===== config.mk =====
export PLATFORM = sky130hd
export DESIGN_NAME = capture_buffer_flat
export DESIGN_NICKNAME = d
export VERILOG_FILES = /design/src/rtl/capture_buffer_if.sv /design/src/rtl/capture_buffer.sv /design/src/flat_wrapper.sv
export SDC_FILE = /design/constraint.sdc
export NUM_CORES = 2
export LEC_CHECK = 0
export ABC_AREA = 0
export ABC_CLOCK_PERIOD_IN_PS = 11500
export CAP_MARGIN = 20
export CORE_AREA = 10 10 441 443
export CTS_CLUSTER_DIAMETER = 30
export DETAILED_ROUTE_END_ITERATION = 8
export DIE_AREA = 0 0 451 453
export PLACE_DENSITY_LB_ADDON = 0.2
export SLEW_MARGIN = 10
export SYNTH_ARGS = -nofsm -noshare
export SYNTH_HDL_FRONTEND = slang
export SYNTH_SLANG_ARGS = --single-unit

===== constraint.sdc =====
create_clock -name clock -period 11.5 [get_ports clock]
set_input_delay 2.3 -clock clock [delete_from_list [all_inputs] [get_ports clock]]
set_output_delay 2.3 -clock clock [all_outputs]
set_load 0.02 [all_outputs]

===== src/rtl/capture_buffer_if.sv =====
// Capture buffer signal bundle: sample stream, capture control and UART byte handshake.
// master = controller/sampler/UART environment side, slave = the capture buffer itself.
interface capture_buffer_if #(
  parameter int SAMPLE_WIDTH = 8
);
  logic                    arm;
  logic                    run;
  logic [SAMPLE_WIDTH-1:0] data_in;
  logic                    valid_in;
  logic [15:0]             read_count;
  logic [15:0]             delay_count;
  logic                    tx_busy;
  logic [SAMPLE_WIDTH-1:0] data_out;
  logic                    data_ready;
  logic                    busy;
  logic                    done;

  modport master (
    output arm, run, data_in, valid_in, read_count, delay_count, tx_busy,
    input  data_out, data_ready, busy, done
  );

  modport slave (
    input  arm, run, data_in, valid_in, read_count, delay_count, tx_busy,
    output data_out, data_ready, busy, done
  );
endinterface


===== src/rtl/capture_buffer.sv =====
// Circular pre/post-trigger sample capture, read out newest-first one byte per UART handshake.
// Samples are written the cycle they arrive; each byte waits in SEND until tx_busy is low.
module capture_buffer #(
  parameter int SAMPLE_WIDTH = 8,
  parameter int ADDR_WIDTH   = 8
) (
  input  logic             clock,
  input  logic             reset,
  capture_buffer_if.slave  cb
);

  localparam int DEPTH = 1 << ADDR_WIDTH;
  localparam int CW    = ADDR_WIDTH + 1;
  localparam logic [ADDR_WIDTH-1:0] PTR_ONE = 1;
  localparam logic [CW-1:0]         REM_ONE = 1;

  typedef enum logic [2:0] {
    IDLE, PRE, POST, FETCH, SEND, WAIT_HI, WAIT_LO
  } state_t;

  state_t                  state, state_nxt;
  logic                    arm_q;
  logic                    arm_rise;
  logic [ADDR_WIDTH-1:0]   wr_ptr, wr_ptr_nxt, rd_ptr;
  logic [15:0]             post_cnt, delay_lat;
  logic [CW-1:0]           read_rem, read_clamp;
  logic [SAMPLE_WIDTH-1:0] mem [DEPTH];
  logic [SAMPLE_WIDTH-1:0] data_out_q;
  logic                    data_ready_q, done_q;

  logic mem_we, mem_re, ready_set, done_set, post_inc, rem_dec, load_rd;
  logic post_last;

  assign arm_rise   = cb.arm & ~arm_q;
  assign read_clamp = ({1'b0, cb.read_count} > 17'(DEPTH)) ? CW'(DEPTH) : CW'(cb.read_count);
  // >= rather than == so a zero delay with a deferred trigger still stops on the first sample
  assign post_last  = ({1'b0, post_cnt} + 17'd1) >= {1'b0, delay_lat};
  assign wr_ptr_nxt = mem_we ? wr_ptr + PTR_ONE : wr_ptr;

  always_comb begin
    state_nxt = state;
    mem_we    = 1'b0;
    mem_re    = 1'b0;
    ready_set = 1'b0;
    done_set  = 1'b0;
    post_inc  = 1'b0;
    rem_dec   = 1'b0;
    load_rd   = 1'b0;
    if (arm_rise) begin
      state_nxt = PRE;
    end else begin
      case (state)
        IDLE: state_nxt = IDLE;
        PRE: begin
          mem_we = cb.valid_in;
          if (cb.run) begin
            if (cb.valid_in && delay_lat == 16'd0) begin
              state_nxt = FETCH;
              load_rd   = 1'b1;
            end else begin
              state_nxt = POST;
            end
          end
        end
        POST: begin
          if (cb.valid_in) begin
            mem_we   = 1'b1;
            post_inc = 1'b1;
            if (post_last) begin
              state_nxt = FETCH;
              load_rd   = 1'b1;
            end
          end
        end
        FETCH: begin
          if (read_rem == '0) begin
            done_set  = 1'b1;
            state_nxt = IDLE;
          end else begin
            mem_re    = 1'b1;
            state_nxt = SEND;
          end
        end
        SEND: begin
          if (!cb.tx_busy) begin
            ready_set = 1'b1;
            state_nxt = WAIT_HI;
          end
        end
        WAIT_HI: begin
          if (cb.tx_busy) state_nxt = WAIT_LO;
        end
        WAIT_LO: begin
          if (!cb.tx_busy) begin
            rem_dec = 1'b1;
            if (read_rem == REM_ONE) begin
              done_set  = 1'b1;
              state_nxt = IDLE;
            end else begin
              state_nxt = FETCH;
            end
          end
        end
        default: state_nxt = IDLE;
      endcase
    end
  end

  always_ff @(posedge clock) begin
    if (mem_we && !reset) mem[wr_ptr] <= cb.data_in;
  end

  always_ff @(posedge clock) begin
    if (reset) begin
      state        <= IDLE;
      arm_q        <= 1'b0;
      wr_ptr       <= '0;
      rd_ptr       <= '0;
      post_cnt     <= '0;
      delay_lat    <= '0;
      read_rem     <= '0;
      data_out_q   <= '0;
      data_ready_q <= 1'b0;
      done_q       <= 1'b0;
    end else begin
      state        <= state_nxt;
      arm_q        <= cb.arm;
      data_ready_q <= ready_set;
      done_q       <= done_set;
      if (arm_rise) begin
        wr_ptr    <= '0;
        rd_ptr    <= '0;
        post_cnt  <= '0;
        delay_lat <= cb.delay_count;
        read_rem  <= read_clamp;
      end else begin
        wr_ptr <= wr_ptr_nxt;
        if (post_inc) post_cnt <= post_cnt + 16'd1;
        // newest sample sits one below the next write slot
        if (load_rd)     rd_ptr <= wr_ptr_nxt - PTR_ONE;
        else if (mem_re) rd_ptr <= rd_ptr - PTR_ONE;
        if (rem_dec) read_rem <= read_rem - REM_ONE;
        if (mem_re)  data_out_q <= mem[rd_ptr];
      end
    end
  end

  assign cb.data_out   = data_out_q;
  assign cb.data_ready = data_ready_q;
  assign cb.done       = done_q;
  assign cb.busy       = (state != IDLE);

endmodule


===== src/flat_wrapper.sv =====
// flat-port wrapper written by rule: the top's interface ports become plain ports
module capture_buffer_flat 
#(
  parameter int SAMPLE_WIDTH = 8,
  parameter int ADDR_WIDTH   = 8
)
  (clock, reset, cb_arm, cb_run, cb_data_in, cb_valid_in, cb_read_count, cb_delay_count, cb_tx_busy, cb_data_out, cb_data_ready, cb_busy, cb_done);
  capture_buffer_if #(.SAMPLE_WIDTH(SAMPLE_WIDTH)) cb_i ();
  input  logic clock;
  input  logic reset;
  input wire logic [$bits(cb_i.arm)-1:0] cb_arm;
  input wire logic [$bits(cb_i.run)-1:0] cb_run;
  input wire logic [$bits(cb_i.data_in)-1:0] cb_data_in;
  input wire logic [$bits(cb_i.valid_in)-1:0] cb_valid_in;
  input wire logic [$bits(cb_i.read_count)-1:0] cb_read_count;
  input wire logic [$bits(cb_i.delay_count)-1:0] cb_delay_count;
  input wire logic [$bits(cb_i.tx_busy)-1:0] cb_tx_busy;
  output wire logic [$bits(cb_i.data_out)-1:0] cb_data_out;
  output wire logic [$bits(cb_i.data_ready)-1:0] cb_data_ready;
  output wire logic [$bits(cb_i.busy)-1:0] cb_busy;
  output wire logic [$bits(cb_i.done)-1:0] cb_done;
  assign cb_i.arm = cb_arm;
  assign cb_i.run = cb_run;
  assign cb_i.data_in = cb_data_in;
  assign cb_i.valid_in = cb_valid_in;
  assign cb_i.read_count = cb_read_count;
  assign cb_i.delay_count = cb_delay_count;
  assign cb_i.tx_busy = cb_tx_busy;
  assign cb_data_out = cb_i.data_out;
  assign cb_data_ready = cb_i.data_ready;
  assign cb_busy = cb_i.busy;
  assign cb_done = cb_i.done;
  capture_buffer #(.SAMPLE_WIDTH(SAMPLE_WIDTH), .ADDR_WIDTH(ADDR_WIDTH)) u_core (.clock(clock), .reset(reset), .cb(cb_i));
endmodule

==> flow_results.org <==
** Final layout
- Once layout is complete, the utilization of the core stands at 54.24%.
- Diodes inserted :: 0
- Cells with a size suffix above 1 make up 26.44% of the layout.
- In the final design database the tool counted 4605 nets.
- Relative to the synthesized area, the layout overhead comes to 20.91%.

** Global routing
- Number of antenna violations at the first check in global routing :: 4
- The first global-routing pass estimated 317400 um of wire.
- Number of global-route vias before repair :: 44454
- In the global route stage, overall resource usage came out at 21.02%.
- Entering global routing, the biggest net connects 158 pins.
- The total overflow left after global routing is 0.

** Floorplanning
- Once the floorplan was initialized, standard cells occupied 44.86% of the core.
- The die is 451 um wide.
- Floorplan die area :: 0.2043 mm^2
- Boundary pin count :: 57
- In this run the core area contains 158 standard-cell rows.
- From bottom edge to top edge, the die measures 453 um.
- Core footprint :: 0.1850 mm^2

** Setup path
- STA classifies the critical path endpoint as a register.
- Type of the setup path with the least slack :: register to register
- Setup slack on the worst reg-to-reg path comes out at 6.24 ns.
- STA classifies the critical path startpoint as a register.
- Data required time of the worst path :: 12.29 ns
- Crit path DAT :: 6.05 ns
- Highest net fanout along the worst path :: 137

** Synthesis
- Cell area after synthesis :: 0.08301 mm^2
- After synthesis, the netlist uses 67 different library cells.
- After synthesis the netlist holds a flip-flop and latch count of 2119.
- In the synthesized netlist the dominant register cell turns out to be edfxtp_1.
- Warnings from Yosys :: 0
- Share of async-settable or async-resettable flops after synthesis :: 0%
- Average cell area after synthesis :: 19.69 um^2
- Fraction of the yosys area taken by sequential cells :: 75.79%
- Net count after synthesis :: 4286
- In this run, synthesis inferred 2048 flip-flops with an integrated enable.
- Cell count after synthesis :: 4216

** Outcome
- Outcome :: completed

** STA
- Fin Setup TNS :: 0 ns
- After layout, the worst setup slack is 6.237 ns.
- Setup repair after global routing left no endpoint under its margin.
- Slew at the pin with the worst max-slew slack :: 1.118 ns
- Number of hold violations in the final report :: 0
- Setup violations remaining at the end of the flow were counted as 0.
- Derived from the worst setup path, the maximum achievable clock frequency is 190.0 MHz.
- Headroom to the max-slew limit came out at 25.26%.
- The max-slew violation total from the final report is 0.
- Period utilisation layout :: 45.77%
- The clock arrives with 0.06704 ns of skew.
- Final critical-path required period :: 5.263 ns

** Placement
- The HPWL after detailed placement is 129100 um.
- Setup WS pre-CTS :: 5.406 ns
- The congestion estimate from routability-driven global placement came to 0.8718.
- During placement, the flow inserted port buffers numbering 56.

** Worst hold path
- The tightest min-delay check is of the register to register type.

** Routing
- Average wire length per cell after detail routing :: 29.70 um
- DRC errors left :: 0
- DRT Pass-1 Iters :: 6
- After detailed routing, the number of vias per cell comes to 5.931.
- Number of nets with antenna violations after routing :: 0
- DRT iter0 DRCs :: 4579
- Wires add up to 218300 um.
- The routed layout has 43582 vias.

** Clock tree
- Latest clock arrival within the worst-skew pair :: 0.96 ns
- The tree built by TritonCTS fans out to 2119 sinks.
- Counting along the longest clock path gives a buffer depth of 4.
- Cts-stage hold buffer count :: 0
- Clock slew at the register clock pins of the worst setup and hold paths :: 0.05 ns
- Number of CTS-inserted buffers :: 418
- Gates resized during post-CTS repair numbered 0.
- Root buffer cell :: clkbuf_16
- TritonCTS clock tree :: built
- The H-tree was split into 5 levels.
- Buffers inserted during post-CTS setup optimization :: 0

** Power
- P_leak :: 0.03111 uW
- Ratio of total power to cell area :: 207.1 mW/mm^2
- IR analysis of the VDD net gives a maximum drop of 0.1559 mV.

** Run
- Max-Cap Viols :: 0
## layout by cell type (no fill, tap or decap), drive strengths merged, types with 47 or more instances in the layout
cell           Yosys  final
bufinv             0     51
clkinv             1    135
mux4             449    449
nand3             52     52
nand2            130    130
a21oi             71     71
nor2             333    333
o21ai             76     76
clkdlybuf4s50      0     47
clkinvlp           0     59
buf              128     94
inv               24     90
edfxtp          2048   2048
dfxtp             71     71
clkbuf           115    444
a22oi            135    135
mux2i            158    158
## path summary, 6_finish.rpt
kind	start	to	cells past startpoint
max	u_core.rd_ptr[1]	u_core.cb.data_out[7]	7
min reg2reg	u_core.delay_lat[9]	u_core.delay_lat[9]	2
min	u_core.delay_lat[9]	u_core.delay_lat[9]	2
max reg2reg	u_core.rd_ptr[1]	u_core.cb.data_out[7]	7
## critical path: stages (launching register included)
cell,delay (ns)
dfxtp_4,0.88
buf_4,0.80
buf_12,0.68
mux4_2,0.61
o21ai_0,0.36
nand4_1,0.44
a2111oi_0,0.78
or3b_1,0.40
## state kept, by name (all words and copies together), names as in the netlist
register	flops
u_core.mem	2048
u_core.delay_lat	16
u_core.post_cnt	16
u_core.read_rem	9
u_core.cb.data_out	8
u_core.rd_ptr	8
u_core.wr_ptr	8
u_core.state	3
u_core.arm_q	1
u_core.cb.data_ready	1
u_core.cb.done	1
## area by class of cell
class | count | area [um^2]
fill | 14139 | 84670
inverter | 25 | 93.84
timing repair buffer | 142 | 1324
clock buffer | 443 | 10630
sequential | 2119 | 62930
clock inverter | 310 | 3467
multi-input combinational | 1829 | 18820
tap | 2480 | 3103
## per-stage QoR
step	area, um^2	hold WS [ns]	instances	power, uW
floorplan	83010	0.4490	4216	8733
global route	100400	0.4816	7348	21350
detailed placement	86230	0.4622	6592	8957
CTS	100300	0.4682	7345	20930
global placement	86190	0.4626	6590	8957
finish	100400	0.4644	7348	20790
## Yosys cell counts (30+ instances only)
| cell type | number | area [um^2] |
|---|---|---|
| edfxtp_1 | 2048 | 61500 |
| mux2i_1 | 158 | 1582 |
| nor2_1 | 333 | 1250 |
| clkbuf_1 | 115 | 431.7 |
| mux4_2 | 444 | 10000 |
| nand3_1 | 52 | 260.3 |
| nor2b_1 | 30 | 187.7 |
| a21oi_1 | 71 | 355.3 |
| buf_2 | 69 | 345.3 |
| dfxtp_1 | 71 | 1421 |
| o22ai_1 | 32 | 200.2 |
| o21ai_0 | 68 | 340.3 |
| a22oi_1 | 135 | 1013 |
| nand2_1 | 129 | 484.2 |
## cells by family (layout without fill, tap and decap cells)
family	after synthesis	in the layout	synth area share [%]
buf+inv	268	920	1.617
simple gates	684	684	3.726
compound gates	452	452	3.684
fa+ha+maj	24	24	0.3617
xor+xnor	44	44	0.4642
flops	2119	2119	75.79
mux	625	625	14.35
## report_power, final
part / switching (uW) / internal, uW
clock network: 4090 / 7890
registers: 10.3 / 8480
logic: 239 / 73.6
## routing by layer
layer	vias up	part of all wire [%]	global-route usage [%]
li1	18177	-	-
met1	22809	42	29.60
met2	2164	47	32.47
met3	428	8.0	4.395
met4	4	3.4	7.722
met5	-	0.011	0
Power figures use the tool's default switching activity.
